--- config.mk ---
export PLATFORM = sky130hd
export DESIGN_NAME = img_win_ctrl
export DESIGN_NICKNAME = d
export VERILOG_FILES = /design/src/rtl/img_win_ctrl_pkg.sv /design/src/rtl/img_win_ctrl.sv
export SDC_FILE = /design/constraint.sdc
export NUM_CORES = 1
export LEC_CHECK = 0
export CAP_MARGIN = 40
export CORE_UTILIZATION = 46
export CTS_CLUSTER_DIAMETER = 40
export DETAILED_ROUTE_END_ITERATION = 8
export MAX_ROUTING_LAYER = met4
export PLACE_DENSITY_LB_ADDON = 0.1
export SYNTH_ARGS = -nofsm -noshare
export SYNTH_HDL_FRONTEND = slang
export SYNTH_SLANG_ARGS = --single-unit
--- constraint.sdc ---
create_clock -name clk -period 3.74 [get_ports clk]
set_input_delay 0.748 -clock clk [delete_from_list [all_inputs] [get_ports clk]]
set_output_delay 0.748 -clock clk [all_outputs]
set_load 0.01 [all_outputs]
--- src/rtl/img_win_ctrl_pkg.sv ---
// Shared types and default geometry for the image window scan controller.
// The state enum is here so the controller and any observers agree on encoding.
package img_win_ctrl_pkg;

    typedef enum logic [2:0] {
        ST_IDLE,
        ST_CLR,
        ST_FILL,
        ST_LOAD,
        ST_WIN,
        ST_DONE
    } state_t;

    localparam int DEF_IMG_H  = 8;
    localparam int DEF_IMG_W  = 8;
    localparam int DEF_K_H    = 3;
    localparam int DEF_K_W    = 3;
    localparam int DEF_DATA_W = 8;

endpackage

--- src/rtl/img_win_ctrl.sv ---
// Stride-1 raster window scanner: issues K_H-pixel column reads to the image buffer
// and shifts the returned columns into a K_H x K_W window register presented downstream.
module img_win_ctrl
    import img_win_ctrl_pkg::*;
#(
    parameter int IMG_H  = DEF_IMG_H,
    parameter int IMG_W  = DEF_IMG_W,
    parameter int K_H    = DEF_K_H,
    parameter int K_W    = DEF_K_W,
    parameter int ROW_W  = $clog2(IMG_H),
    parameter int COL_W  = $clog2(IMG_W),
    parameter int DATA_W = DEF_DATA_W
) (
    input  logic                        clk,
    input  logic                        rst_n,
    input  logic                        start,
    output logic                        busy,
    output logic                        done,
    output logic                        rd_en,
    output logic [ROW_W-1:0]            rd_row,
    output logic [COL_W-1:0]            rd_col,
    output logic                        load_en,
    output logic                        clear,
    output logic                        win_valid,
    input  logic                        win_ready,
    output logic [ROW_W-1:0]            win_row,
    output logic [COL_W-1:0]            win_col,
    input  logic [K_H*DATA_W-1:0]       rd_data,
    output logic [K_H*K_W*DATA_W-1:0]   win_data
);

    localparam logic [ROW_W-1:0] LAST_ROW  = ROW_W'(IMG_H - K_H);
    localparam logic [COL_W-1:0] LAST_COL  = COL_W'(IMG_W - K_W);
    localparam logic [COL_W-1:0] LAST_FILL = COL_W'(K_W - 1);
    localparam logic [COL_W-1:0] K_W_C     = COL_W'(K_W);

    state_t                r_state;
    state_t                w_state_nxt;
    logic [ROW_W-1:0]      r_row;
    logic [COL_W-1:0]      r_col;
    logic [COL_W-1:0]      r_fill;
    logic                  r_load_en;
    logic                  w_hs;
    logic [K_H*DATA_W-1:0] r_win [K_W];

    assign w_hs    = (r_state == ST_WIN) && win_ready;
    assign load_en = r_load_en;

    always_ff @(posedge clk) begin
        if (!rst_n) begin
            r_state <= ST_IDLE;
        end else begin
            r_state <= w_state_nxt;
        end
    end

    // Outputs are decoded from state; a WIN handshake that still has columns to
    // the right fetches the next column in the same cycle to keep a 2-cycle window period.
    always_comb begin
        w_state_nxt = r_state;
        busy        = 1'b1;
        done        = 1'b0;
        rd_en       = 1'b0;
        rd_row      = '0;
        rd_col      = '0;
        clear       = 1'b0;
        win_valid   = 1'b0;
        win_row     = '0;
        win_col     = '0;
        case (r_state)
            ST_IDLE: begin
                busy = 1'b0;
                if (start) begin
                    w_state_nxt = ST_CLR;
                end
            end
            ST_CLR: begin
                clear       = 1'b1;
                w_state_nxt = ST_FILL;
            end
            ST_FILL: begin
                rd_en  = 1'b1;
                rd_row = r_row;
                rd_col = r_fill;
                if (r_fill == LAST_FILL) begin
                    w_state_nxt = ST_LOAD;
                end
            end
            ST_LOAD: begin
                w_state_nxt = ST_WIN;
            end
            ST_WIN: begin
                win_valid = 1'b1;
                win_row   = r_row;
                win_col   = r_col;
                if (win_ready) begin
                    if (r_col != LAST_COL) begin
                        rd_en       = 1'b1;
                        rd_row      = r_row;
                        rd_col      = r_col + K_W_C;
                        w_state_nxt = ST_LOAD;
                    end else if (r_row != LAST_ROW) begin
                        w_state_nxt = ST_CLR;
                    end else begin
                        w_state_nxt = ST_DONE;
                    end
                end
            end
            ST_DONE: begin
                done        = 1'b1;
                w_state_nxt = ST_IDLE;
            end
            default: begin
                w_state_nxt = ST_IDLE;
            end
        endcase
    end

    always_ff @(posedge clk) begin
        if (!rst_n) begin
            r_row     <= '0;
            r_col     <= '0;
            r_fill    <= '0;
            r_load_en <= 1'b0;
        end else begin
            r_load_en <= rd_en;
            case (r_state)
                ST_IDLE: begin
                    if (start) begin
                        r_row <= '0;
                        r_col <= '0;
                    end
                end
                ST_CLR: begin
                    r_col  <= '0;
                    r_fill <= '0;
                end
                ST_FILL: begin
                    if (r_fill != LAST_FILL) begin
                        r_fill <= r_fill + COL_W'(1);
                    end
                end
                ST_WIN: begin
                    if (w_hs) begin
                        if (r_col != LAST_COL) begin
                            r_col <= r_col + COL_W'(1);
                        end else if (r_row != LAST_ROW) begin
                            r_row <= r_row + ROW_W'(1);
                        end
                    end
                end
                default: ;
            endcase
        end
    end

    // Window register: column 0 is the leftmost (oldest) column, new columns enter at K_W-1.
    always_ff @(posedge clk) begin
        if (clear) begin
            for (int j = 0; j < K_W; j++) begin
                r_win[j] <= '0;
            end
        end else if (r_load_en) begin
            for (int j = 0; j < K_W - 1; j++) begin
                r_win[j] <= r_win[j+1];
            end
            r_win[K_W-1] <= rd_data;
        end
    end

    for (genvar j = 0; j < K_W; j++) begin : g_win
        assign win_data[j*K_H*DATA_W +: K_H*DATA_W] = r_win[j];
    end

endmodule

# [After elaboration in Yosys (flattened, before gate mapping)]
# Memory sizes are Yosys's and may differ from the RTL's.
# Index checks and enable logic that the tools add are counted.
[word_totals] ff_bits=13 latchBits=0 mem_bits_rw=72 rom_bits=0 output_inout_bits=90 elab_cells=78 n_memories=1
[mem_list] memory="r_win" depth=3 width=24 read_ports=3 rd_ports_with_merged_regs=0 wr=3 line_no="img_win_ctrl.sv:44" rtl="logic [K_H*DATA_W-1:0] r_win [K_W];"
[classes] addsub=4 multipliers=0 n_div=0 magnitude_cmp=0 n_eq_ne=17 shifts=0 n_mux=39 n_bitwise=3 n_reduce_logical=9
[op_table] op="$mux W24" n=3
[op_table] op="$mux W3" n=18
[op_table] op="$pmux W3 S2" n=4
[op_table] op="$pmux W3 S5" n=1
[op_table] op="$ne A2 B2 Y1 const B" n=6
[op_table] op="$mux W1" n=11
[op_table] op="$add A3 B1 Y3 const B" n=3
[op_table] op="$eq A3 B2 Y1 const B" n=3
[op_table] op="$pmux W3 S3" n=1
[op_table] op="$eq A3 B3 Y1 const B" n=2
[op_table] op="$ne A3 B3 Y1 const B" n=2
[op_table] op="$reduce_and A5 Y1" n=1
[op_table] op="$ne A2 B1 Y1 const B" n=2
[op_table] op="$reduce_and A4 Y1" n=1
[op_table] op="$reduce_bool A2 Y1" n=2
[op_table] op="$add A3 B2 Y3 const B" n=1
[op_table] op="$eq A3 B1 Y1 const B" n=1
[op_table] op="$logic_not A3 Y1" n=1
[op_table] op="$ne A3 B2 Y1 const B" n=1
[op_table] op="$or A1 B1 Y1" n=3
[op_table] op="$reduce_and A3 Y1" n=1
[op_table] op="$reduce_bool A3 Y1" n=1
[op_table] op="$pmux W1 S2" n=1
[op_table] op="$reduce_and A2 Y1" n=1
[op_table] op="$logic_and A1 B1 Y1" n=1

# [Longest topological paths before layout]
# Gate-level depths: netlist of run 1.
[depth] depth_word=5 mapped_depth=6 depth_no_buf=6

# [Worst setup path before layout of run 1]
# Ideal clock, no wire load.
[synth_path] path_kind="register -> register" startpoint="register r_state[1]" endpoint="memory r_win[0][0] (netlist bit), enable pin" arrival_ns=2.430 path_slack_ns=0.868 stages_incl_launch_ff=6 path_buffers=2 synth_period_minus_slack_ns=2.872 cell_sequence="dfxtp_1 > buf_6 > nor2_1 > nand2_1 > clkbuf_1 > nand2b_1"
[synth_rtl] item="from (decl)" line_no="img_win_ctrl.sv:37" rtl="state_t r_state;"
[synth_rtl] item="from (signal assigned)" line_no="img_win_ctrl.sv:53" rtl="r_state <= w_state_nxt;"
[synth_rtl] item="to (decl)" line_no="img_win_ctrl.sv:44"

# [Worst setup path after layout of run 1]
[layout_path] startpoint="input port win_ready" endpoint="output port rd_row[0]"
[layout_between] elab_chain_cells=2
[layout_lines] item="from (decl)" line_no="img_win_ctrl.sv:25" rtl="input logic win_ready,"
[layout_lines] item="$mux W3" line_no="img_win_ctrl.sv:96" rtl="if (win_ready) begin"
[layout_lines] item="$pmux W3 S2" line_no="img_win_ctrl.sv:70" rtl="case (r_state)"
[layout_lines] item="to (decl)" line_no="img_win_ctrl.sv:20" rtl="output logic [ROW_W-1:0] rd_row,"
# Every way passes these cells.

==> results of run 1 <==
[final cells by class]
| type | instances | area [um^2] |
|---|---|---|
| flip-flops and latches | 85 | 2420 |
| clock inverters | 4 | 25.0 |
| fillers | 547 | 2400 |
| inverters | 10 | 37.5 |
| well taps | 99 | 124 |
| repair buffers | 121 | 1210 |
| clock buffers | 12 | 135 |
| multi-input cells | 157 | 1010 |
[registers in the layout, summed over array words and instances, names as in the netlist]
name,count
r_fill,3
r_row,3
r_col,3
r_state,3
load_en,1
r_win,72
[synth_stat cells, types with 3 or more instances]
cell type  instances
and3_1            75
edfxtp_1          72
clkbuf_1          16
dfxtp_1           13
nand2_1           13
inv_1             10
nor2_1            10
and2_1             8
ha_1               7
o21ai_0            7
a21oi_1            6
nand2b_1           3
nand3_1            3
[per-stage QoR]
| stage | area, um^2 | instances |
|---|---|---|
| floorplan | 3550 | 272 |
| global placement | 4780 | 471 |
| finish | 4960 | 488 |
| CTS | 4960 | 488 |
| global route | 4960 | 488 |
| detailed placement | 4800 | 472 |
[worst min-delay path by stage]
stage	startpoint	endpoint	slack (ns)	depth (start not counted)
final	r_col[1]	r_col[1]	0.50	2
after floorplan	r_row[1]	r_row[1]	0.46	2
after CTS	r_col[1]	r_col[1]	0.51	2
after global placement	r_col[1]	r_col[1]	0.48	2
after global routing	r_row[1]	r_row[1]	0.55	2
after detailed placement	r_col[1]	r_col[1]	0.50	2
[layout by cell type, fill, tap and decap left out, drive strengths merged, types with 3 or more instances in the layout]
cell type and instances:
clkdlybuf4s50 117, and3 75, edfxtp 72, nand2 13, dfxtp 13, clkbuf 12
inv 10, nor2 10, and2 8, o21ai 7, ha 7, a21oi 6
buf 4, nand3 3, nand2b 3, nor3b 3, clkinv 3
[cells by family (layout without fill, tap and decap cells)]
logic type               after synthesis  in the layout  synth area share [%]
AND/OR/NAND/NOR                      126            126                  21.2
XOR/XNOR                               3              3                 0.741
multiplexers                           1              1                 0.282
adder cells (fa/ha/maj)                7              7                  2.47
buffers and inverters                 30            147                  3.63
AO/OA/AOI/OAI                         20             20                  3.35
flip-flops                            85             85                  68.3
[critical path, delay by kind of cell]
kind	cells	cell delay, ns
buffers and inverters	2	1.15
AND/OR/NAND/NOR	3	0.49
[power groups by stage]
stage | combinational [uW] | sequential [uW] | clock, uW
after floorplan | 112 | 1210 | 0
after global placement | 338 | 1180 | 0
after detailed placement | 347 | 1180 | 0
after CTS | 347 | 1160 | 557
after global routing | 370 | 1170 | 591
final | 343 | 1160 | 547
[metal layers]
metal  global-route usage (%)  wire length (um)  vias to the layer above
met3                     4.82               518                       10
met5                        -                 0                        -
met1                     23.9              3090                     1157
met4                     8.88               108                        0
met2                     28.7              3340                       84
li1                         -                 -                     1218
==> impl_metrics.toml, run 1 <==
[run_status]
outcome = "finished, final reports clean"

[final_layout]
area_growth_pct = 40.0
nets = 419
layout-drive-gt1-share_pct = 5.40
antenna_cells = 0
fin_util_pct = 67.4

[logic_synthesis]
synthTopCellsByArea = "edfxtp_1 61%, and3_1 13%, dfxtp_1 7.3%"
yosys.area.top_type = "edfxtp_1"
netlist_area_um2 = 3550
synth_fp_nets = 307
yosysUniqueCellTypes = 35
synth_seq_cells = 85
synth_edf_count = 72
synth-main-ff-cell = "edfxtp_1"
avgSynthCellArea_um2 = 13.0
ys_warn_count = 0
yosysSeqAreaShare_pct = 68.3
synth_top_area_share_pct = 61.0
ys_async_sr_fraction_pct = 0
synthCells = 272

[setup_path]
worstPathMaxFanout = 8
startpoint_type = "primary input"
path_common_cell = "clkdlybuf4s50_1"
rr_endpoint = "r_win[0][9]"
critPathCaptureType = "output pin"
worstPathRequired_ns = 2.99
cp.arrival_ns = 2.39
reg2reg_from = "r_state[0]"
critPathLaunch = "win_ready"
cp_cell_sequence = "clkdlybuf4s50_1 > and3_1 > nor2_1 > nor2b_1 > clkdlybuf4s50_1"
critPathKind = "primary input to output pin"
cpPeakStageDelay_ns = 0.61
reg2reg_depth = 3
slowest_stage = "clkdlybuf4s50_1"
endpoint = "rd_row[0]"
r2r_setup_slack_ns = 1.57

[global_route]
grt_use_total_pct = 18.9
grt_pass1_vias = 2334
grt_max_degree = 53
grt.overflow.total = 0
grt_antenna_before_repair = 0
grt_pass1_wl_um = 11600

[clocking]
insertion_delay_ns = 0.34
postCtsSetupBuffers = 0
tritoncts = "done"
cts_hold_buffers = 0
cts_max_path_buffers = 2
clockRootBuffer = "clkbuf_8"
numCtsBuffers = 9
cts_resized = 0
clkTransAtPathRegs_ns = 0.08
clock_sinks = 85
htreeDepth = 3

[routing]
drc = 0
vias = 2469
avgRoutedWirePerCell_um = 14.5
drt-total-wl_um = 7060
ant_nets = 0
drtIter0Drc = 83
drt_pass1_iterations = 4
via_per_inst = 5.06

[job]
drv_cap = 0

[sta]
slew_headroom_pct = 62.9
clock.fmax_ghz = 0.319
finalHoldViolCount = 0
fin_crit_ns = 3.14
worstMarginPinSlew_ns = 0.553
fin_setup_tns_ns = 0
setup_ws_ns = 0.603
maxSlewViolCount = 0
rsz0062_at_grt = "false"
setup_viol = 0
fin_hold_ws_ns = 0.502
min_period_over_period_pct = 83.9
skew_ns = 0.00514

[power_and_ir_drop]
power_density_nw_per_um2 = 413
p_sw_uw = 510
power_uw = 2050
ir_drop_mv = 0.267
pwr-share-seq_pct = 56.6
share_comb_of_total_power_pct = 16.7
p_int_uw = 1540
power.leakage_uw = 0.00201
switching_share_pct = 24.9
clock_power_share_pct = 26.7

[floorplanning]
initial_core_util_pct = 48.1
die_w_um = 89.8
rows = 31
ioPinCount = 118
die-area_um2 = 8070
core-area_um2 = 7370
die_h_um = 89.8

[min_path]
hold_path_class = "flip-flop to flip-flop"

[place]
port_buffers = 117
dp_slack_ns = 0.593
gp_congestion = 0.809
dpl.hpwl_um = 4720
Power figures use the tool's default switching activity.
==> run 2, diff against run 1 <==
--- a/config.mk
+++ b/config.mk
@@ -6,7 +6,7 @@
 export NUM_CORES = 1
 export LEC_CHECK = 0
 export CAP_MARGIN = 40
-export CORE_UTILIZATION = 46
+export CORE_UTILIZATION = 41
 export CTS_CLUSTER_DIAMETER = 40
 export DETAILED_ROUTE_END_ITERATION = 8
 export MAX_ROUTING_LAYER = met4
==> constraint.sdc (replaced) <==
create_clock -name clk -period 2.5 [get_ports clk]
set_input_delay 0.5 -clock clk [delete_from_list [all_inputs] [get_ports clk]]
set_output_delay 0.5 -clock clk [all_outputs]
set_load 0.01 [all_outputs]
==> run 2 against run 1 <==
Net effect: critical path depth fell by 1; clock power rose by 72%; global-route usage fell by 2.4 points; critical path type is now flip-flop to output pin; largest cell class unchanged; largest power group unchanged.
==> impl_metrics.toml, run 2 (synthesized netlist as in run 1, its figures left out) <==
[place]
placed_cell_area_um2 = 4840
gp_congestion = 0.821
dpl.hpwl_um = 4880
dp.cells = 484
port_buffers = 117
dp_slack_ns = 0.0124

[final_layout]
final_cell_area_um2 = 5070
fin_cells = 500
antenna_cells = 0
area_growth_pct = 42.9
final_common_cell = "clkdlybuf4s50_1"
largest_reg_flops = 72
final_cell_mix = "110 x clkdlybuf4s50_1, 74 x and3_1, 72 x edfxtp_1"
layout-drive-gt1-share_pct = 9.11
top_register = "r_win"
nets = 425

[clocking]
insertion_delay_ns = 0.35
clock_sinks = 85
htreeDepth = 3
clkTransAtPathRegs_ns = 0.09
clockRootBuffer = "clkbuf_8"
numCtsBuffers = 9
cts_max_path_buffers = 2
tritoncts = "done"

[sta]
maxSlewViolCount = 0
setup_viol = 0
finalHoldViolCount = 0
clock.fmax_ghz = 0.428
fin_crit_ns = 2.34
fin_setup_tns_ns = 0
rsz0062_at_grt = "false"
skew_ns = 0.0150
slew_headroom_pct = 58.7
worstMarginPinSlew_ns = 0.615
min_period_over_period_pct = 93.4
setup_ws_ns = 0.165
fin_hold_ws_ns = 0.480

[job]
drv_cap = 0

[run_status]
outcome = "finished, final reports clean"

[routing]
via_per_inst = 5.02
vias = 2510
drc = 0
drt-total-wl_um = 7320
drtIter0Drc = 74
avgRoutedWirePerCell_um = 14.6
ant_nets = 0
drt_pass1_iterations = 4

[setup_path]
slowest_stage = "clkdlybuf4s50_1"
startpoint_type = "flip-flop"
cpPeakStageDelay_ns = 0.53
worstPathRequired_ns = 2.00
worstPathMaxFanout = 16
critPathKind = "flip-flop to output pin"
critPathCaptureType = "output pin"
cp_cell_sequence = "nor3b_4 > buf_6 > and2_1 > clkdlybuf4s50_1"
cp.arrival_ns = 1.84

[floorplanning]
die-area_um2 = 9030
die_h_um = 95.0
rows = 33
die_w_um = 95.0
core-area_um2 = 8300
initial_core_util_pct = 42.7
ioPinCount = 118

[power_and_ir_drop]
ir_drop_mv = 0.323
power_density_nw_per_um2 = 631
power.leakage_uw = 0.00214

[global_route]
grt_max_degree = 57
grt_antenna_before_repair = 0
grt_pass1_vias = 2281
grt.overflow.total = 0
grt_pass1_wl_um = 11000
grt_use_total_pct = 16.6

[min_path]
hold_path_class = "flip-flop to flip-flop"
-- run 2: cell count changes in the layout (fill, tap and decap cells not counted), sizes merged --
cell,change
dlymetal6s2s,+4
clkdlybuf4s50,-7
buf,+6
dlygate4sd2,+3
bufinv,+1
clkinv,-1
-- run 2: cell type report --
| type | count | area [um^2] |
|---|---|---|
| multi-input combinational | 157 | 1030 |
| sequential | 85 | 2430 |
| clock inverter | 4 | 51.3 |
| clock buffer | 12 | 135 |
| fill | 704 | 3230 |
| inverter | 10 | 37.5 |
| tap | 105 | 131 |
| timing repair buffer | 127 | 1260 |
-- run 2: routing by layer --
metal  global-route usage (%)  vias to the layer above  routed length, um
met5                        -                        -                  0
met4                     7.32                        0                109
met3                     4.07                       10                422
met2                     25.2                       80               3530
met1                     21.0                     1194               3260
li1                         -                     1226                  -
-- run 2: stage by stage --
stage / power, uW / util (%)
floorplan: 1980 / -
global placement: 2280 / 58.4
detailed placement: 2290 / 58.4
CTS: 3230 / 60.9
global route: 3320 / 61.1
finish: 3200 / 61.1
-- run 2: worst paths after layout --
| path | end | depth (start not counted) | startpoint | slack, ns |
|---|---|---|---|---|
| max | win_row[1] | 4 | r_state[1] | 0.16 |
| min | r_col[1] | 2 | r_col[1] | 0.48 |
| max reg2reg | r_col[2] | 6 | r_col[1] | 0.78 |
| min reg2reg | r_col[1] | 2 | r_col[1] | 0.48 |
-- run 2: report_power, final --
group | internal [uW] | switching, uW | total (uW)
clock network | 464 | 477 | 941
logic | 271 | 252 | 523
registers | 1680 | 58.0 | 1740
-- run 2: repair_timing --
action                     CTS  global route
gates resized for setup     12             6
setup buffers                0             0
setup endpoints to repair    7             4
hold buffers                 0             0
pin swaps                    0             0
-- run 2: worst max-delay path: cells and delay by family, from the launching register on --
kind	cells	cell delay [ns]
simple gates	2	0.39
flops	1	0.39
buf+inv	2	0.72
==> run 3, diff against run 2 <==
--- a/config.mk
+++ b/config.mk
@@ -6,6 +6,7 @@
 export NUM_CORES = 1
 export LEC_CHECK = 0
 export CAP_MARGIN = 40
+export CORE_MARGIN = 3
 export CORE_UTILIZATION = 41
 export CTS_CLUSTER_DIAMETER = 40
 export DETAILED_ROUTE_END_ITERATION = 8
==> run 3 against run 2 <==
Net effect: utilization increased by 0.71 points; non-clock buffer count increased by 3; global-route usage decreased by 0.52 points; largest cell class unchanged; wire length is 2.2% higher; critical path depth did not move; cell count up 0.60%; total power is 4.0% higher; sequential power barely moved; hold slack lost 0.0063 ns.
==> impl_metrics.toml, run 3 (synthesized netlist as in run 1, its figures left out) <==
[floorplanning]
die_h_um = 99.0
rows = 33
core-area_um2 = 8300
initial_core_util_pct = 42.7
ioPinCount = 118
die_w_um = 99.0
die-area_um2 = 9800

[sta]
rsz0062_at_grt = "false"
fin_crit_ns = 2.36
worstMarginPinSlew_ns = 0.544
setup_ws_ns = 0.142
fin_hold_ws_ns = 0.474
clock.fmax_ghz = 0.424
fin_setup_tns_ns = 0
skew_ns = 0.0113
finalHoldViolCount = 0
maxSlewViolCount = 0
slew_headroom_pct = 63.5
min_period_over_period_pct = 94.3
setup_viol = 0

[final_layout]
antenna_cells = 0
nets = 428
top_register = "r_win"
fin_cells = 503
area_growth_pct = 44.6
final_common_cell = "clkdlybuf4s50_1"
layout-drive-gt1-share_pct = 10.3
final_cell_mix = "110 x clkdlybuf4s50_1, 74 x and3_1, 72 x edfxtp_1"
largest_reg_flops = 72

[clocking]
numCtsBuffers = 9
clkTransAtPathRegs_ns = 0.09
clockRootBuffer = "clkbuf_8"
cts_max_path_buffers = 2
htreeDepth = 3
clock_sinks = 85
tritoncts = "done"
cts_hold_buffers = 0
insertion_delay_ns = 0.34

[global_route]
met2_usage_pct = 23.6
grt_antenna_before_repair = 0
busiest_layer = "met2"
gr-usage-met3_pct = 3.82
grt_max_degree = 57
grt_pass1_wl_um = 12000
grt_pass1_vias = 2409
grt_use_total_pct = 16.0
grt.overflow.total = 0
grtUsageMet1_pct = 21.2

[routing]
drt_pass1_iterations = 4
drc = 0
avgRoutedWirePerCell_um = 14.9
drtIter0Drc = 68
via_per_inst = 4.96
vias = 2495
ant_nets = 0
drt-total-wl_um = 7480

[setup_path]
cp_num_buf_inv = 2
reg2reg_depth = 6
cp_cell_sequence = "nor3b_4 > buf_6 > and2_1 > clkdlybuf4s50_1"
r2r_setup_slack_ns = 0.67
worstPathRequired_ns = 2.00
rr_endpoint = "r_win[0][25]"
startpoint_type = "flip-flop"
crit_family = "buffers and inverters"
cpPeakStageDelay_ns = 0.54
slowest_stage = "clkdlybuf4s50_1"
worstPathMaxFanout = 12
reg2reg_from = "r_state[2]"
critPathCaptureType = "output pin"
path_depth = 4
cp.arrival_ns = 1.86
critPathKind = "flip-flop to output pin"

[place]
gp_congestion = 0.782
port_buffers = 117
dp_slack_ns = 0.0191
dpl.hpwl_um = 5150
dp.cells = 486

[power_and_ir_drop]
ir_drop_mv = 0.337
power_density_nw_per_um2 = 649
power.leakage_uw = 0.00214

[job]
drv_cap = 0

[run_status]
outcome = "finished, final reports clean"

[min_path]
whs_path_depth = 1
hold_path_class = "flip-flop to flip-flop"
hold_start = "r_col[0]"
min_to = "r_col[0]"
-- run 3: changes by cell type in the layout (fill, tap and decap cells not counted), sizes merged --
| cell | previous run | this run |
|---|---|---|
| inv | 10 | 12 |
| clkbuf | 12 | 9 |
| dlygate4sd2 | 3 | 6 |
| dlymetal6s2s | 4 | 1 |
| clkinvlp | 1 | 0 |
| bufinv | 1 | 2 |
| buf | 10 | 13 |
| clkinv | 2 | 3 |
-- run 3: through the flow --
stage	total power, uW	cell area [um^2]	utilization (%)
2_1_floorplan	1980	3550	-
3_3_place_gp	2300	4870	58.7
3_5_place_dp	2300	4870	58.7
4_1_cts	3360	5110	61.6
5_1_grt	3480	5130	61.8
6_report	3330	5130	61.8
-- run 3: routing by layer --
| layer | wire [um] | share of wire, % |
|---|---|---|
| met3 | 450 | 6.0 |
| met4 | 167 | 2.2 |
| met2 | 3490 | 47 |
| met1 | 3380 | 45 |
| met5 | 0 | 0 |
-- run 3: power breakdown --
group          switching [uW]  total, uW  internal, uW
sequential               57.0       1730          1680
clock                     491       1060           568
combinational             254        535           281
total                     802       3330          2520
-- run 3: worst max-delay path by stage --
stage / startpoint / to / slack [ns]
3_5_place_dp: win_ready / rd_row[0] / 0.02
5_1_grt: r_state[0] / win_row[2] / 0.06
4_1_cts: r_col[1] / rd_en / -0.003
6_report: r_state[0] / win_row[2] / 0.14
2_1_floorplan: r_state[1] / r_win[0][0] / 0.43
3_3_place_gp: win_ready / rd_row[2] / 0.05
-- run 3: layout make-up --
class / instances / area, um^2
flip-flops and latches: 85 / 2430
multi-input cells: 157 / 1030
inverters: 10 / 37.5
fillers: 669 / 3170
repair buffers: 130 / 1280
well taps: 105 / 131
clock inverters: 7 / 96.3
clock buffers: 9 / 124
-- run 3: what timing repair did --
action,in CTS,in global routing
resized for setup,13,5
pin swaps,1,0
endpoints found under the setup margin,11,1
setup buffers,1,0
-- run 3: worst register-to-register path, delay by kind of cell, from the launching register on --
family | cells | cell delay (ns)
and+or+nand+nor | 3 | 0.44
DFF | 1 | 0.35
buffers and inverters | 3 | 0.73
